**src/rtl/dryer_cycle_ctrl.sv**
```systemverilog
// Dryer program sequencer: loads a program from the dial, times it in segments
// (prescaler -> seconds -> segments), then runs an optional cool-down phase.
module dryer_cycle_ctrl #(
  parameter int CLK_PER_SEC = 50000,
  parameter int SEG_SEC     = 900,
  parameter int COOL_SEGS   = 1,
  parameter int HEAT_W      = 2
) (
  input  logic              CLK,
  input  logic              RESET,
  input  logic              ON,
  input  logic              OFF,
  input  logic              PAUSE,
  input  logic              DOOR_OPEN,
  input  logic [3:0]        mainDial,
  input  logic [HEAT_W-1:0] heatDial,
  output logic              MTR,
  output logic [HEAT_W-1:0] HTR,
  output logic [2:0]        SEGS,
  output logic              DONE
);

  localparam int PRE_W = (CLK_PER_SEC > 1) ? $clog2(CLK_PER_SEC) : 1;
  localparam int SEC_W = (SEG_SEC > 1) ? $clog2(SEG_SEC) : 1;
  localparam logic [PRE_W-1:0] PRE_MAX = PRE_W'(CLK_PER_SEC - 1);
  localparam logic [SEC_W-1:0] SEC_MAX = SEC_W'(SEG_SEC - 1);
  localparam logic [2:0]       COOL_N  = 3'(COOL_SEGS);

  typedef enum logic [1:0] {IDLE, RUN, PAUSED, COOL} state_t;

  state_t            state_q, state_d;
  logic              resume_cool_q, resume_cool_d;
  logic [2:0]        segs_q, segs_d;
  logic [HEAT_W-1:0] lvl_q, lvl_d;
  logic [PRE_W-1:0]  pre_q, pre_d;
  logic [SEC_W-1:0]  sec_q, sec_d;
  logic              pause_q;
  logic              mtr_q, mtr_d;
  logic [HEAT_W-1:0] htr_q, htr_d;
  logic              done_q, done_d;

  logic              prog_ok;
  logic [2:0]        prog_segs;
  logic [HEAT_W-1:0] prog_lvl;
  logic              running, sec_tick, seg_tick, pause_edge;
  state_t            tick_state;
  logic [2:0]        tick_segs;
  logic              tick_done;

  always_comb begin
    prog_ok   = 1'b1;
    prog_segs = 3'd0;
    prog_lvl  = '0;
    case (mainDial)
      4'h1: begin prog_segs = 3'd5; prog_lvl = HEAT_W'(2'b01); end
      4'h2: begin prog_segs = 3'd5; prog_lvl = HEAT_W'(2'b11); end
      4'h4: begin prog_segs = 3'd2; prog_lvl = '0; end
      4'h8: begin prog_segs = 3'd1; prog_lvl = HEAT_W'(2'b01); end
      4'hA, 4'hB, 4'hC, 4'hD, 4'hE, 4'hF: begin
        prog_segs = 3'(mainDial - 4'd9);
        prog_lvl  = heatDial;
      end
      default: prog_ok = 1'b0;
    endcase
  end

  assign running    = (state_q == RUN) || (state_q == COOL);
  assign sec_tick   = running && (pre_q == PRE_MAX);
  assign seg_tick   = sec_tick && (sec_q == SEC_MAX);
  assign pause_edge = PAUSE && !pause_q;

  always_comb begin
    tick_state = state_q;
    tick_segs  = segs_q;
    tick_done  = 1'b0;
    if (seg_tick) begin
      if (segs_q > 3'd1) begin
        tick_segs = segs_q - 3'd1;
      end else if ((state_q == RUN) && (COOL_N != 3'd0)) begin
        tick_state = COOL;
        tick_segs  = COOL_N;
      end else begin
        tick_state = IDLE;
        tick_segs  = 3'd0;
        tick_done  = 1'b1;
      end
    end
  end

  always_comb begin
    state_d       = state_q;
    resume_cool_d = resume_cool_q;
    segs_d        = segs_q;
    lvl_d         = lvl_q;
    pre_d         = pre_q;
    sec_d         = sec_q;
    done_d        = 1'b0;

    // Time in RUN/COOL always counts, including the edge that leaves for PAUSED.
    if (running) begin
      pre_d = sec_tick ? '0 : pre_q + PRE_W'(1);
      if (sec_tick) sec_d = seg_tick ? '0 : sec_q + SEC_W'(1);
    end

    if (OFF) begin
      state_d       = IDLE;
      resume_cool_d = 1'b0;
      segs_d        = 3'd0;
      pre_d         = '0;
      sec_d         = '0;
    end else if ((DOOR_OPEN || pause_edge) && running) begin
      // A segment ending on the pause edge is booked into the resume target;
      // a finished program completes rather than parking in PAUSED.
      if (tick_done) begin
        state_d = IDLE;
        segs_d  = 3'd0;
        done_d  = 1'b1;
      end else begin
        state_d       = PAUSED;
        resume_cool_d = (tick_state == COOL);
        segs_d        = tick_segs;
      end
    end else if (DOOR_OPEN) begin
      state_d = state_q;
    end else if ((pause_edge || ON) && (state_q == PAUSED)) begin
      state_d = resume_cool_q ? COOL : RUN;
    end else if (ON && prog_ok) begin
      state_d       = RUN;
      resume_cool_d = 1'b0;
      segs_d        = prog_segs;
      lvl_d         = prog_lvl;
      pre_d         = '0;
      sec_d         = '0;
    end else begin
      state_d = tick_state;
      segs_d  = tick_segs;
      done_d  = tick_done;
    end

    mtr_d = (state_d == RUN) || (state_d == COOL);
    htr_d = (state_d == RUN) ? lvl_d : '0;
  end

  always_ff @(posedge CLK) begin
    if (RESET) begin
      state_q       <= IDLE;
      resume_cool_q <= 1'b0;
      segs_q        <= 3'd0;
      lvl_q         <= '0;
      pre_q         <= '0;
      sec_q         <= '0;
      pause_q       <= 1'b0;
      mtr_q         <= 1'b0;
      htr_q         <= '0;
      done_q        <= 1'b0;
    end else begin
      state_q       <= state_d;
      resume_cool_q <= resume_cool_d;
      segs_q        <= segs_d;
      lvl_q         <= lvl_d;
      pre_q         <= pre_d;
      sec_q         <= sec_d;
      pause_q       <= PAUSE;
      mtr_q         <= mtr_d;
      htr_q         <= htr_d;
      done_q        <= done_d;
    end
  end

  assign MTR  = mtr_q;
  assign HTR  = htr_q;
  assign SEGS = segs_q;
  assign DONE = done_q;

endmodule

```
**config.mk**
```make
export PLATFORM = sky130hd
export DESIGN_NAME = dryer_cycle_ctrl
export DESIGN_NICKNAME = d
export VERILOG_FILES = /design/src/rtl/dryer_cycle_ctrl.sv
export SDC_FILE = /design/constraint.sdc
export NUM_CORES = 1
export LEC_CHECK = 0
export CAP_MARGIN = 0
export CORE_MARGIN = 2
export CORE_UTILIZATION = 64
export CTS_BUF_LIST = sky130_fd_sc_hd__clkbuf_2
export CTS_CLUSTER_SIZE = 40
export DETAILED_ROUTE_END_ITERATION = 10
export PLACE_DENSITY = 0.95
export SYNTH_ARGS = -nofsm -noshare
export SYNTH_HDL_FRONTEND = slang
export SYNTH_SLANG_ARGS = --single-unit
```
**constraint.sdc**
```tcl
create_clock -name CLK -period 5.7 [get_ports CLK]
set_clock_uncertainty 0.1 [all_clocks]
set_input_delay 1.14 -clock CLK [delete_from_list [all_inputs] [get_ports CLK]]
set_output_delay 1.14 -clock CLK [all_outputs]
set_load 0.005 [all_outputs]
```
Word-level counts from Yosys, hierarchy flattened
Cells that the tools add are included.
{"block": "classes", "multipliers": 0, "add_sub_neg": 4, "n_eq_ne": 21, "div_mod_pow": 0, "reduce_logical": 20, "mux": 52, "bitwise_logic": 1, "shifts": 0, "magnitude_cmp": 1}
{"operator": "$mux W16", "count": 6}
{"operator": "$mux W10", "count": 7}
{"operator": "$mux W2", "count": 15}
{"operator": "$eq A4 B4 Y1 const B", "count": 7}
{"operator": "$mux W3", "count": 7}
{"operator": "$add A16 B1 Y16 const B", "count": 1}
{"operator": "$eq A16 B16 Y1 const B", "count": 1}
{"operator": "$mux W1", "count": 15}
{"operator": "$pmux W3 S4", "count": 1}
{"operator": "$add A10 B1 Y10 const B", "count": 1}
{"operator": "$eq A10 B10 Y1 const B", "count": 1}
{"operator": "$reduce_or A10 Y1", "count": 1}
{"operator": "$eq A2 B2 Y1 const B", "count": 4}
{"operator": "$reduce_or A2 Y1", "count": 4}
{"operator": "$logic_and A1 B1 Y1", "count": 6}
{"operator": "$pmux W2 S3", "count": 1}
{"operator": "$reduce_or A6 Y1", "count": 1}
{"operator": "$sub A3 B1 Y3 const B", "count": 2}
{"operator": "$eq A2 B1 Y1 const B", "count": 2}
{"operator": "$eq A4 B1 Y1 const B", "count": 1}
{"operator": "$eq A4 B2 Y1 const B", "count": 1}
{"operator": "$eq A4 B3 Y1 const B", "count": 1}
{"operator": "$logic_or A1 B1 Y1", "count": 4}
{"operator": "$ne A2 B2 Y1 const B", "count": 2}
{"operator": "other kinds (7)", "count": 7}
{"block": "word_totals", "ram_bits": 0, "output_inout_bits": 7, "word_cells": 109, "ff_bits": 39, "latchBits": 0, "mem_bits_ro": 0, "n_memories": 0}

Logic depth before layout (Yosys ltp)
Gate-level depths: netlist of the first run.
{"block": "logic_depth", "ltp_word": 13, "depth_mapped": 9}

Least setup slack after synthesis of the first run
OpenSTA, ideal clock, no wires.
{"block": "synth_timing", "kind": "input-to-reg", "start": "in mainDial[0]", "end": "reg htr_q[0] (netlist: HTR[0])", "path_buffers": 0, "setup_slack_ps": 2623, "setup_time_ps": 130, "t_arrival_ps": 2847, "cell_stages": 8, "path_cell_list": "inv_1 ha_1 nor2_1 a22o_1 or4b_4 nor3_2 mux2i_1 nor3_1"}
{"block": "synth_via", "elab_chain_cells": 12, "elab_cells_between_ends": 29, "cone_classes": "11 x eq/ne; 12 x mux; 1 x bitwise; 5 x reduce/logical"}
{"element": "start: declaration", "line": "15", "source": "input logic [3:0] mainDial,"}
{"element": "$eq A4 B4 Y1, or another cell as far along", "line": "54", "source": "case (mainDial)"}
{"element": "$reduce_or A10 Y1 (no line)"}
{"element": "$mux W1", "line": "54"}
{"element": "$logic_and A1 B1 Y1", "line": "127", "source": "end else if (ON && prog_ok) begin"}
{"element": "$mux W2", "line": "127"}
{"element": "$mux W2", "line": "125", "source": "end else if ((pause_edge || ON) && (state_q == PAUSED)) begin"}
{"element": "$mux W2", "line": "123", "source": "end else if (DOOR_OPEN) begin"}
{"element": "$mux W2", "line": "111", "source": "end else if ((DOOR_OPEN || pause_edge) && running) begin"}
{"element": "$mux W2", "line": "105", "source": "if (OFF) begin"}
{"element": "$eq A2 B1 Y1", "line": "141", "source": "htr_d = (state_d == RUN) ? lvl_d : '0;"}
{"element": "$not A1 Y1 (no line)"}
{"element": "$reduce_or A2 Y1 (no line)"}
{"element": "end signal: assignment", "line": "165", "source": "htr_q <= htr_d;"}
{"element": "end: declaration", "line": "39", "source": "logic [HEAT_W-1:0] htr_q, htr_d;"}
Several ways; a longest one is shown, not always the timed one.
A chain may end at the register's enable or synchronous reset.

Worst setup path in the final report of the first run
{"block": "layout_timing", "start": "in mainDial[0]", "end": "reg pre_q[12]"}
{"block": "layout_via", "elab_chain_cells": 8, "elab_cells_between_ends": 17, "cone_classes": "10 x eq/ne; 5 x mux; 2 x reduce/logical"}
{"element": "$eq A4 B4 Y1, or another cell as far along", "line": "54"}
{"element": "$reduce_or A10 Y1 (no line) *"}
{"element": "$mux W1 *", "line": "54"}
{"element": "$logic_and A1 B1 Y1 *", "line": "127"}
{"element": "$mux W16 *", "line": "127"}
{"element": "$mux W16 *", "line": "125"}
{"element": "$mux W16 *", "line": "123"}
{"element": "$mux W16 *", "line": "111"}
{"element": "end signal: assignment", "line": "161", "source": "pre_q <= pre_d;"}
{"element": "end: declaration", "line": "35", "source": "logic [PRE_W-1:0] pre_q, pre_d;"}
Every way passes the cells marked *; elsewhere a longest branch is shown, timed or not.

==> results of run 1 <==
-- flip-flops by register name, indices dropped and copies added, names as in the netlist --
name / cells
MTR: 1
HTR: 2
state_q: 1
pre_q: 16
sec_q: 10
lvl_q: 2
resume_cool_q: 1
DONE: 1
pause_q: 1
SEGS: 3
-- power breakdown --
group	internal (mW)	total (mW)	switching, mW
sequential	0.268	0.271	0.00269
combinational	0.0249	0.0555	0.0307
clock	0.0266	0.112	0.0857
total	0.320	0.439	0.119
-- final timing paths --
path	startpoint	to	slack (ps)	cells past startpoint
worst min-delay path	lvl_q[1]	lvl_q[1]	430	2
worst max-delay path	mainDial[0]	pre_q[12]	2090	9
worst min register to register	lvl_q[1]	lvl_q[1]	430	2
worst max register to register	pre_q[0]	SEGS[2]	3200	7
-- stage by stage --
stage	instance area, sq um	setup slack, ps	std cells	power (mW)	utilization (%)
floorplan	2120	2620	251	0.310	-
global placement	2340	1810	310	0.329	75.4
detailed placement	2340	1690	310	0.331	75.4
CTS	2380	2120	317	0.439	76.6
global route	2380	1870	317	0.459	76.6
finish	2380	2090	317	0.439	76.6
-- final cells by class --
cell class              count  area, sq um
multi-input cells         201         1310
flip-flops and latches     38          761
fillers                   241          727
repair buffers             18          180
well taps                  44         55.1
inverters                   9         33.8
clock buffers               5         25.0
clock inverters             2         10.0
-- cells in the final DEF (no fill, tap or decap), types with 3 or more instances in the layout --
cell type | netlist | layout
ha_1 | 8 | 8
o21a_1 | 3 | 3
mux2i_1 | 6 | 6
nand3_1 | 11 | 11
nor2b_1 | 5 | 5
and3_1 | 6 | 6
xnor2_1 | 4 | 4
nor2_1 | 44 | 44
nand2_1 | 17 | 17
a21oi_1 | 14 | 14
clkbuf_2 | 0 | 5
nand2b_1 | 3 | 3
clkdlybuf4s50_1 | 0 | 18
nor3_1 | 3 | 3
inv_1 | 8 | 8
xor2_1 | 18 | 18
nand4_1 | 9 | 9
o21ai_0 | 10 | 10
dfxtp_1 | 38 | 38
-- worst min-delay path: cells and delay by family (launching register included) --
family	cells	cell delay (ps)
and+or+nand+nor	1	90
muxes	1	70
DFF	1	350
-- cells by family (layout without fill, tap and decap cells) --
logic type,after synthesis,in the layout,share of synthesized area (%)
simple gates,118,118,30.1
flops,38,38,35.9
xor+xnor,22,22,9.09
fa+ha+maj,8,8,4.72
mux,7,7,3.36
compound gates,46,46,14.6
buf+inv,12,34,2.24
-- cells in the mapped netlist (2+ instances only) --
master | instances | area share (%)
and2_1 | 2 | 0.59
a21o_1 | 2 | 0.71
o31ai_1 | 2 | 0.71
xor2_1 | 18 | 7.4
a211oi_1 | 2 | 0.71
inv_1 | 8 | 1.4
o21ai_0 | 10 | 2.4
nand4_1 | 9 | 2.7
and3_1 | 6 | 1.8
nand3_1 | 11 | 2.6
nor3_1 | 3 | 0.71
ha_1 | 8 | 4.7
mux2i_1 | 6 | 2.8
nand2_1 | 17 | 3.0
a21oi_1 | 14 | 3.3
and4b_1 | 2 | 0.94
and4_1 | 2 | 0.83
buf_2 | 2 | 0.47
nor4b_1 | 2 | 0.83
nand2b_1 | 3 | 0.89
o21a_1 | 3 | 1.1
a22o_1 | 2 | 0.83
dfxtp_1 | 38 | 36
nor2_1 | 44 | 7.8
xnor2_1 | 4 | 1.7
nor2b_1 | 5 | 1.5
-- layer usage --
layer / part of all wire [%] / up-vias / wire length (um)
li1: - / 944 / -
met1: 45 / 876 / 2040
met2: 47 / 67 / 2140
met3: 6.8 / 9 / 309
met4: 1.7 / 0 / 78
met5: 0 / - / 0
==> key figures, run 1 <==
Floorplan
  – DIE WIDTH: 61.5 um
  – Core Area: 3100 sq um
  – Die Y-Extent: 61.5 um
  – Top Ports: 19
  – Die area: 3790 sq um
  – Row Count: 20
  – Starting Density: 68.3%

Logic synthesis
  – Seq/Total Area, Yosys: 35.9%
  – Syn Area/Cell: 8.44 sq um
  – Synth cell types: 52
  – Mapped cell area: 2120 sq um
  – #FFs+latches synth: 38
  – Post-synth EDFFs: 0
  – Post-synthesis async set-or-reset flop share: 0%
  – Syn Inst Count: 251
  – Synth Flop Type: dfxtp_1
  – Mapped Nets: 271
  – Ys Warns: 0

STA
  – Hold Violations, Final: 0
  – Tightest Pin Transition: 960 ps
  – Final worst-path cycle share: 63.3%
  – F_max: 0.277 GHz
  – Pins Over Slew Limit: 0
  – RSZ-0062 raised after global routing: no
  – Setup TNS Final: 0 ps
  – Setup Viol. Count Final: 0
  – Final hold slack: 428 ps
  – Relative slew margins: 35.6%
  – Fin crit period: 3610 ps

Clocking
  – # resized after CTS: 0
  – CTS buffer count: 5
  – Clock tree buffer depth: 2
  – # Post-CTS Setup Buffers: 0
  – TritonCTS clock tree: yes
  – CTS H-tree lvls: 2
  – Clock Pin Slew Worst Setup and Hold Paths: 190 ps
  – Hold buffer count at cts: 0
  – Clock Sinks: 38
  – Clk root buf: clkbuf_2
  – Clk_lat worst skew: 390 ps

Global route
  – GRT Util Overall: 26.9%
  – Number of global-route vias before repair: 1,780
  – Total gr overflow: 0
  – Pin count of the biggest net entering global routing: 15
  – Initial antenna violation count: 0
  – Met3 Use GR: 5.88%
  – Met1 usage: 34.4%
  – Gr busiest metal: met2
  – First-pass GRT wire length: 7.67 mm
  – GR Util met2: 44.2%

Critical path
  – Crit Path Max Fanout: 14
  – CP Buf/Inv Count: 2
  – WS Path Type: input port to flip-flop
  – CP Data Required Time: 5860 ps
  – Crit. End Element: flip-flop
  – CP max stage delay: 560 ps
  – Crit path cell chain: clkdlybuf4s50_1 -> inv_1 -> ha_1 -> nor2_1 -> a22o_1 -> nor4b_1 -> a21oi_1 -> o21ai_1 -> nor2_1
  – Worst path most repeated cell: nor2_1
  – Top delay family on crit path: compound AO/OA/AOI/OAI gates
  – Slowest CP cell: nor4b_1
  – Critical Path Start Type: input port
  – Worst EP arrival: 3760 ps

Routing
  – DRC: 0
  – Via density: 5.98
  – DR iter-0 viols: 181
  – DRT antenna net count: 0
  – DRT Wirelength: 4.56 mm
  – Via count: 1,896
  – Avg WL per Cell: 14.4 um
  – 1st-pass router iterations: 4

Pwr
  – P_leak: 0.885 nW
  – Pwr per Cell Area: 185 nW/um^2
  – Worst vdd ir: 0.126 mV

Hold path
  – Worst hold path class: flip-flop to flip-flop

Final layout
  – Syn-to-layout area delta: 12.1%
  – Final nets: 293
  – Layout cells sized above 1: 6.59%
  – Antenna diodes: 0

Flow run
  – Max-cap violation count: 0

Placement
  – Port bufs: 18
  – HPWL after DPL: 3.45 mm
  – Routability cong.: 0.988

Outcome
  – Status: completed
Note: power is estimated with default switching activity, not from simulation.
==> inputs of run 2 (changes only) <==
- CORE_UTILIZATION: 64 -> 59
- PLACE_DENSITY: 0.95 -> 0.93
- clock period: 5.7 -> 3.57 ns (I/O delays scaled with it)
==> key figures, run 2 (same netlist as run 1, synthesis figures left out) <==
Outcome
  – Status: completed (unchanged)

Critical path
  – Crit path cell chain: clkdlybuf4s50_1 -> inv_1 -> ha_1 -> nor2_1 -> a22o_1 -> or4b_4 -> nor3_2 -> mux2i_1 -> nor3_1 (was clkdlybuf4s50_1 -> inv_1 -> ha_1 -> nor2_1 -> a22o_1 -> nor4b_1 -> a21oi_1 -> o21ai_1 -> nor2_1)
  – WS Path Type: input port to flip-flop (unchanged)
  – Critical Path Start Type: input port (unchanged)
  – Crit. End Element: flip-flop (unchanged)
  – Top delay family on crit path: simple AND/OR/NAND/NOR gates (was compound AO/OA/AOI/OAI gates)
  – Crit Path Max Fanout: 5 (was 14)
  – Worst EP arrival: 3100 ps (was 3760 ps)
  – CP max stage delay: 580 ps (was 560 ps)
  – CP Data Required Time: 3740 ps (was 5860 ps)
  – Slowest CP cell: or4b_4 (was nor4b_1)
  – CP Buf/Inv Count: 2 (unchanged)

STA
  – Fin crit period: 2920 ps
  – RSZ-0062 raised after global routing: no (unchanged)
  – Tightest Pin Transition: 707 ps (was 960 ps)
  – Pins Over Slew Limit: 0 (unchanged)
  – F_max: 0.342 GHz
  – Setup Viol. Count Final: 0 (unchanged)
  – Hold Violations, Final: 0 (unchanged)
  – Final worst-path cycle share: 81.9%
  – Setup TNS Final: 0 ps (unchanged)
  – Relative slew margins: 52.4% (was 35.6%)

Clocking
  – CTS H-tree lvls: 2 (unchanged)
  – Clk root buf: clkbuf_2 (unchanged)
  – Clock tree buffer depth: 2 (unchanged)
  – # Post-CTS Setup Buffers: 0 (unchanged)
  – TritonCTS clock tree: yes (unchanged)
  – Clock Sinks: 38 (unchanged)
  – CTS buffer count: 5 (unchanged)
  – Clock Pin Slew Worst Setup and Hold Paths: 180 ps (was 190 ps)
  – Hold buffer count at cts: 0 (unchanged)
  – Clk_lat worst skew: 380 ps (was 390 ps)
  – # resized after CTS: 0 (unchanged)

Pwr
  – Worst vdd ir: 0.205 mV (was 0.126 mV)
  – Seq pwr share: 60.7% (was 61.7%)
  – Clock power frac: 26.5% (was 25.6%)
  – Switch share: 27.9% (was 27.1%)
  – Logic pwr share: 12.9% (was 12.7%)
  – Total power: 0.714 mW (was 0.439 mW)
  – Internal Power: 0.515 mW (was 0.320 mW)
  – Pwr per Cell Area: 298 nW/um^2 (was 185 nW/um^2)
  – P_leak: 0.892 nW (was 0.885 nW)
  – Sw power: 0.199 mW (was 0.119 mW)

Placement
  – Routability cong.: 0.865 (was 0.988)
  – Port bufs: 18 (unchanged)
  – HPWL after DPL: 3.41 mm (was 3.45 mm)
  – Placed insts: 314 (was 310)
  – Post-DP Area: 2360 sq um (was 2340 sq um)

Routing
  – DRT Wirelength: 4.63 mm (was 4.56 mm)
  – Avg WL per Cell: 14.4 um (about the same)
  – DRT antenna net count: 0 (unchanged)
  – DRC: 0 (unchanged)
  – DR iter-0 viols: 214 (was 181)
  – Via count: 1,913 (was 1,896)
  – Via density: 5.94 (was 5.98)
  – 1st-pass router iterations: 7 (was 4)

Final layout
  – Largest reg by FF count: pre_q (unchanged)
  – Layout cells sized above 1: 7.25% (was 6.59%)
  – Syn-to-layout area delta: 13.2% (was 12.1%)
  – Final nets: 295 (was 293)
  – Commonest non-fill, non-tap cell in the layout: nor2_1 (unchanged)
  – Post-route insts no fill: 322 (was 317)
  – Antenna diodes: 0 (unchanged)
  – Most frequent cells in the layout: nor2_1, dfxtp_1, xor2_1, clkdlybuf4s50_1, nand2_1 (unchanged)
  – Number of flip-flops in the largest register: 16 (unchanged)
  – Fin area: 2400 sq um (was 2380 sq um)
  – Core Util, Final: 70.8% (was 76.6%)

Global route
  – Number of global-route vias before repair: 1,778 (was 1,780)
  – Total gr overflow: 0 (unchanged)
  – GRT Util Overall: 24.6% (was 26.9%)
  – Pin count of the biggest net entering global routing: 15 (unchanged)
  – Initial antenna violation count: 0 (unchanged)
  – First-pass GRT wire length: 8.02 mm (was 7.67 mm)

Floorplan
  – Starting Density: 62.5% (was 68.3%)
  – Die Y-Extent: 63.9 um (was 61.5 um)
  – Row Count: 21 (was 20)
  – Core Area: 3390 sq um (was 3100 sq um)
  – DIE WIDTH: 63.9 um (was 61.5 um)
  – Die area: 4090 sq um (was 3790 sq um)
  – Top Ports: 19 (unchanged)

Hold path
  – Worst hold path class: flip-flop to flip-flop (unchanged)

Flow run
  – Max-cap violation count: 0 (unchanged)
[run 2: changes by cell type in the layout (fill, tap and decap cells not counted)]
cell | before | now
buf_4 | 0 | 2
clkinv_2 | 2 | 1
clkinvlp_4 | 0 | 1
clkinv_1 | 1 | 2
[run 2: worst paths after layout]
| check | startpoint | endpoint | slack, ps | depth (start not counted) |
|---|---|---|---|---|
| worst min register to register | sec_q[9] | sec_q[9] | 430 | 2 |
| worst max-delay path | mainDial[0] | HTR[1] | 650 | 9 |
| worst max register to register | pre_q[0] | SEGS[2] | 1060 | 7 |
| worst min-delay path | sec_q[9] | sec_q[9] | 430 | 2 |
[run 2: layer usage]
layer	wire length [um]	vias up	part of all wire [%]	global-route usage, %
met5	0	-	0	0
met4	80	0	1.7	8.97
met3	290	16	6.3	5.63
met2	2150	83	46	39.7
met1	2110	868	46	31.9
li1	-	946	-	-
[run 2: final cells by class]
cell class / count / area [sq um]
clock buffer: 5 / 25.0
clock inverter: 3 / 16.3
fill: 260 / 990
inverter: 9 / 33.8
multi-input combinational: 201 / 1310
sequential: 38 / 761
tap: 46 / 57.6
timing repair buffer: 20 / 195
[run 2: power by group through the flow]
stage	clock network (mW)	registers, mW	logic, mW
after floorplan	0	0.439	0.0556
after global placement	0	0.441	0.0865
after detailed placement	0	0.441	0.0893
after CTS	0.191	0.433	0.0901
after global routing	0.210	0.434	0.101
final	0.189	0.433	0.0919
[run 2: tightest hold or removal path, cell delays in order (launching register included)]
cell,delay (ps)
dfxtp_1,380
xor2_1,70
nor2_1,70
[run 2: stage by stage]
step	hold slack, ps	setup WS (ps)
after CTS	427	662
after detailed placement	399	231
after floorplan	355	919
after global placement	373	357
final	435	647
after global routing	450	596
==> inputs of run 3 (changes only) <==
- clock period: 3.57 -> 2.71 ns (I/O delays scaled with it)
==> key figures, run 3 (same netlist as run 1, synthesis figures left out) <==
Outcome
  – Status: completed (unchanged)

STA
  – RSZ-0062 raised after global routing: no (unchanged)
  – Hold Violations, Final: 0 (unchanged)
  – Tightest Pin Transition: 610 ps (was 707 ps)
  – Final worst-path cycle share: 97.3%
  – Relative slew margins: 58.8% (was 52.4%)
  – Setup Viol. Count Final: 0 (unchanged)
  – Pins Over Slew Limit: 0 (unchanged)
  – Fin crit period: 2640 ps
  – F_max: 0.379 GHz

Final layout
  – Largest reg by FF count: pre_q (unchanged)
  – Post-route insts no fill: 346 (was 322)
  – Commonest non-fill, non-tap cell in the layout: nor2_1 (unchanged)
  – Most frequent cells in the layout: nor2_1, dfxtp_1, buf_4 (was nor2_1, dfxtp_1, xor2_1, clkdlybuf4s50_1, nand2_1)
  – Antenna diodes: 0 (unchanged)
  – Core Util, Final: 77.0% (was 70.8%)
  – Number of flip-flops in the largest register: 16 (unchanged)
  – Final nets: 319 (was 295)
  – Syn-to-layout area delta: 23.2% (was 13.2%)
  – Layout cells sized above 1: 15.0% (was 7.25%)

Floorplan
  – Die area: 4090 sq um (unchanged)
  – Die Y-Extent: 63.9 um (unchanged)
  – DIE WIDTH: 63.9 um (unchanged)
  – Starting Density: 62.5% (unchanged)
  – Core Area: 3390 sq um (unchanged)
  – Row Count: 21 (unchanged)
  – Top Ports: 19 (unchanged)

Critical path
  – Crit Path Max Fanout: 4 (was 5)
  – CP Data Required Time: 2900 ps (was 3740 ps)
  – Crit. End Element: flip-flop (unchanged)
  – Critical Path Start Type: input port (unchanged)
  – R2R Setup Slk: 350 ps (was 1060 ps)
  – Worst EP arrival: 2830 ps (was 3100 ps)
  – WS Path Type: input port to flip-flop (unchanged)

Routing
  – Avg WL per Cell: 14.6 um (was 14.4 um)
  – Via density: 5.90 (was 5.94)
  – Via count: 2,043 (was 1,913)
  – DR iter-0 viols: 275 (was 214)
  – DRT Wirelength: 5.04 mm (was 4.63 mm)
  – 1st-pass router iterations: 4 (was 7)
  – DRT antenna net count: 0 (unchanged)
  – DRC: 0 (unchanged)

Pwr
  – Total power: 0.978 mW (was 0.714 mW)
  – Worst vdd ir: 0.301 mV (was 0.205 mV)
  – Pwr per Cell Area: 375 nW/um^2 (was 298 nW/um^2)
  – P_leak: 1.02 nW (was 0.892 nW)

Clocking
  – # Post-CTS Setup Buffers: 0 (unchanged)
  – TritonCTS clock tree: yes (unchanged)
  – Clock tree buffer depth: 2 (unchanged)
  – Hold buffer count at cts: 0 (unchanged)
  – Clk_lat worst skew: 390 ps (was 380 ps)
  – CTS H-tree lvls: 2 (unchanged)
  – Clk root buf: clkbuf_2 (unchanged)
  – Clock Pin Slew Worst Setup and Hold Paths: 180 ps (about the same)
  – # resized after CTS: 0 (unchanged)
  – CTS buffer count: 5 (unchanged)
  – Clock Sinks: 38 (unchanged)

Placement
  – HPWL after DPL: 3.86 mm (was 3.41 mm)
  – Routability cong.: 0.938 (was 0.865)
  – Port bufs: 18 (unchanged)
  – Placed insts: 338 (was 314)

Global route
  – Pin count of the biggest net entering global routing: 12 (was 15)
  – First-pass GRT wire length: 8.62 mm (was 8.02 mm)
  – Initial antenna violation count: 0 (unchanged)
  – GRT Util Overall: 26.6% (was 24.6%)
  – Total gr overflow: 0 (unchanged)
  – Number of global-route vias before repair: 1,918 (was 1,778)

Hold path
  – Worst hold path class: flip-flop to flip-flop (unchanged)

Flow run
  – Max-cap violation count: 0 (unchanged)
==> run 3: changes by cell type in the layout (fill, tap and decap cells not counted), sizes merged <==
cell      change
buf          +24
clkbuf        +1
clkinvlp      -1
==> run 3: layer usage <==
| metal | vias to the layer above | track usage, % | share of wire [%] |
|---|---|---|---|
| met1 | 950 | 34.2 | 46 |
| li1 | 1000 | - | - |
| met2 | 82 | 45.2 | 48 |
| met3 | 11 | 4.93 | 4.8 |
| met5 | - | 0 | 0 |
| met4 | 0 | 7.61 | 1.3 |
==> run 3: worst paths after layout <==
path	from	end	depth (start not counted)
hold reg to reg	lvl_q[1]	lvl_q[1]	2
setup / recovery	mainDial[0]	HTR[0]	9
setup reg to reg	pre_q[0]	SEGS[2]	7
hold / removal	lvl_q[1]	lvl_q[1]	2
==> run 3: final cells by class <==
class	count	area, sq um
Timing Repair Buffer	44	388
Fill cell	223	778
Sequential cell	38	761
Clock inverter	2	8.76
Tap cell	46	57.6
Multi-Input combinational cell	201	1330
Inverter	9	33.8
Clock buffer	6	30.0
==> run 3: worst max-delay path: stages <==
cell and delay, ps:
clkdlybuf4s50_1 460, inv_1 130, ha_2 240, nor2_1 70
a22o_1 210, or4b_4 570, nor3_4 240, mux2i_1 300
nor3_1 70
==> run 3: where the power goes <==
part	internal, mW	switching [mW]	leakage (nW)
Clock	0.0635	0.183	0.0304
Combinational	0.0830	0.0794	0.686
Sequential	0.564	0.00488	0.307
==> run 3: stage by stage <==
stage	hold WS [ps]	instance area, sq um	TNS, ps	worst slack (ps)
2_1_floorplan	355	2120	0	231
3_3_place_gp	378	2550	-4760	-184
3_5_place_dp	388	2550	-8740	-383
4_1_cts	435	2590	0	52.6
5_1_grt	455	2610	0	5.80
6_report	439	2610	0	72.2
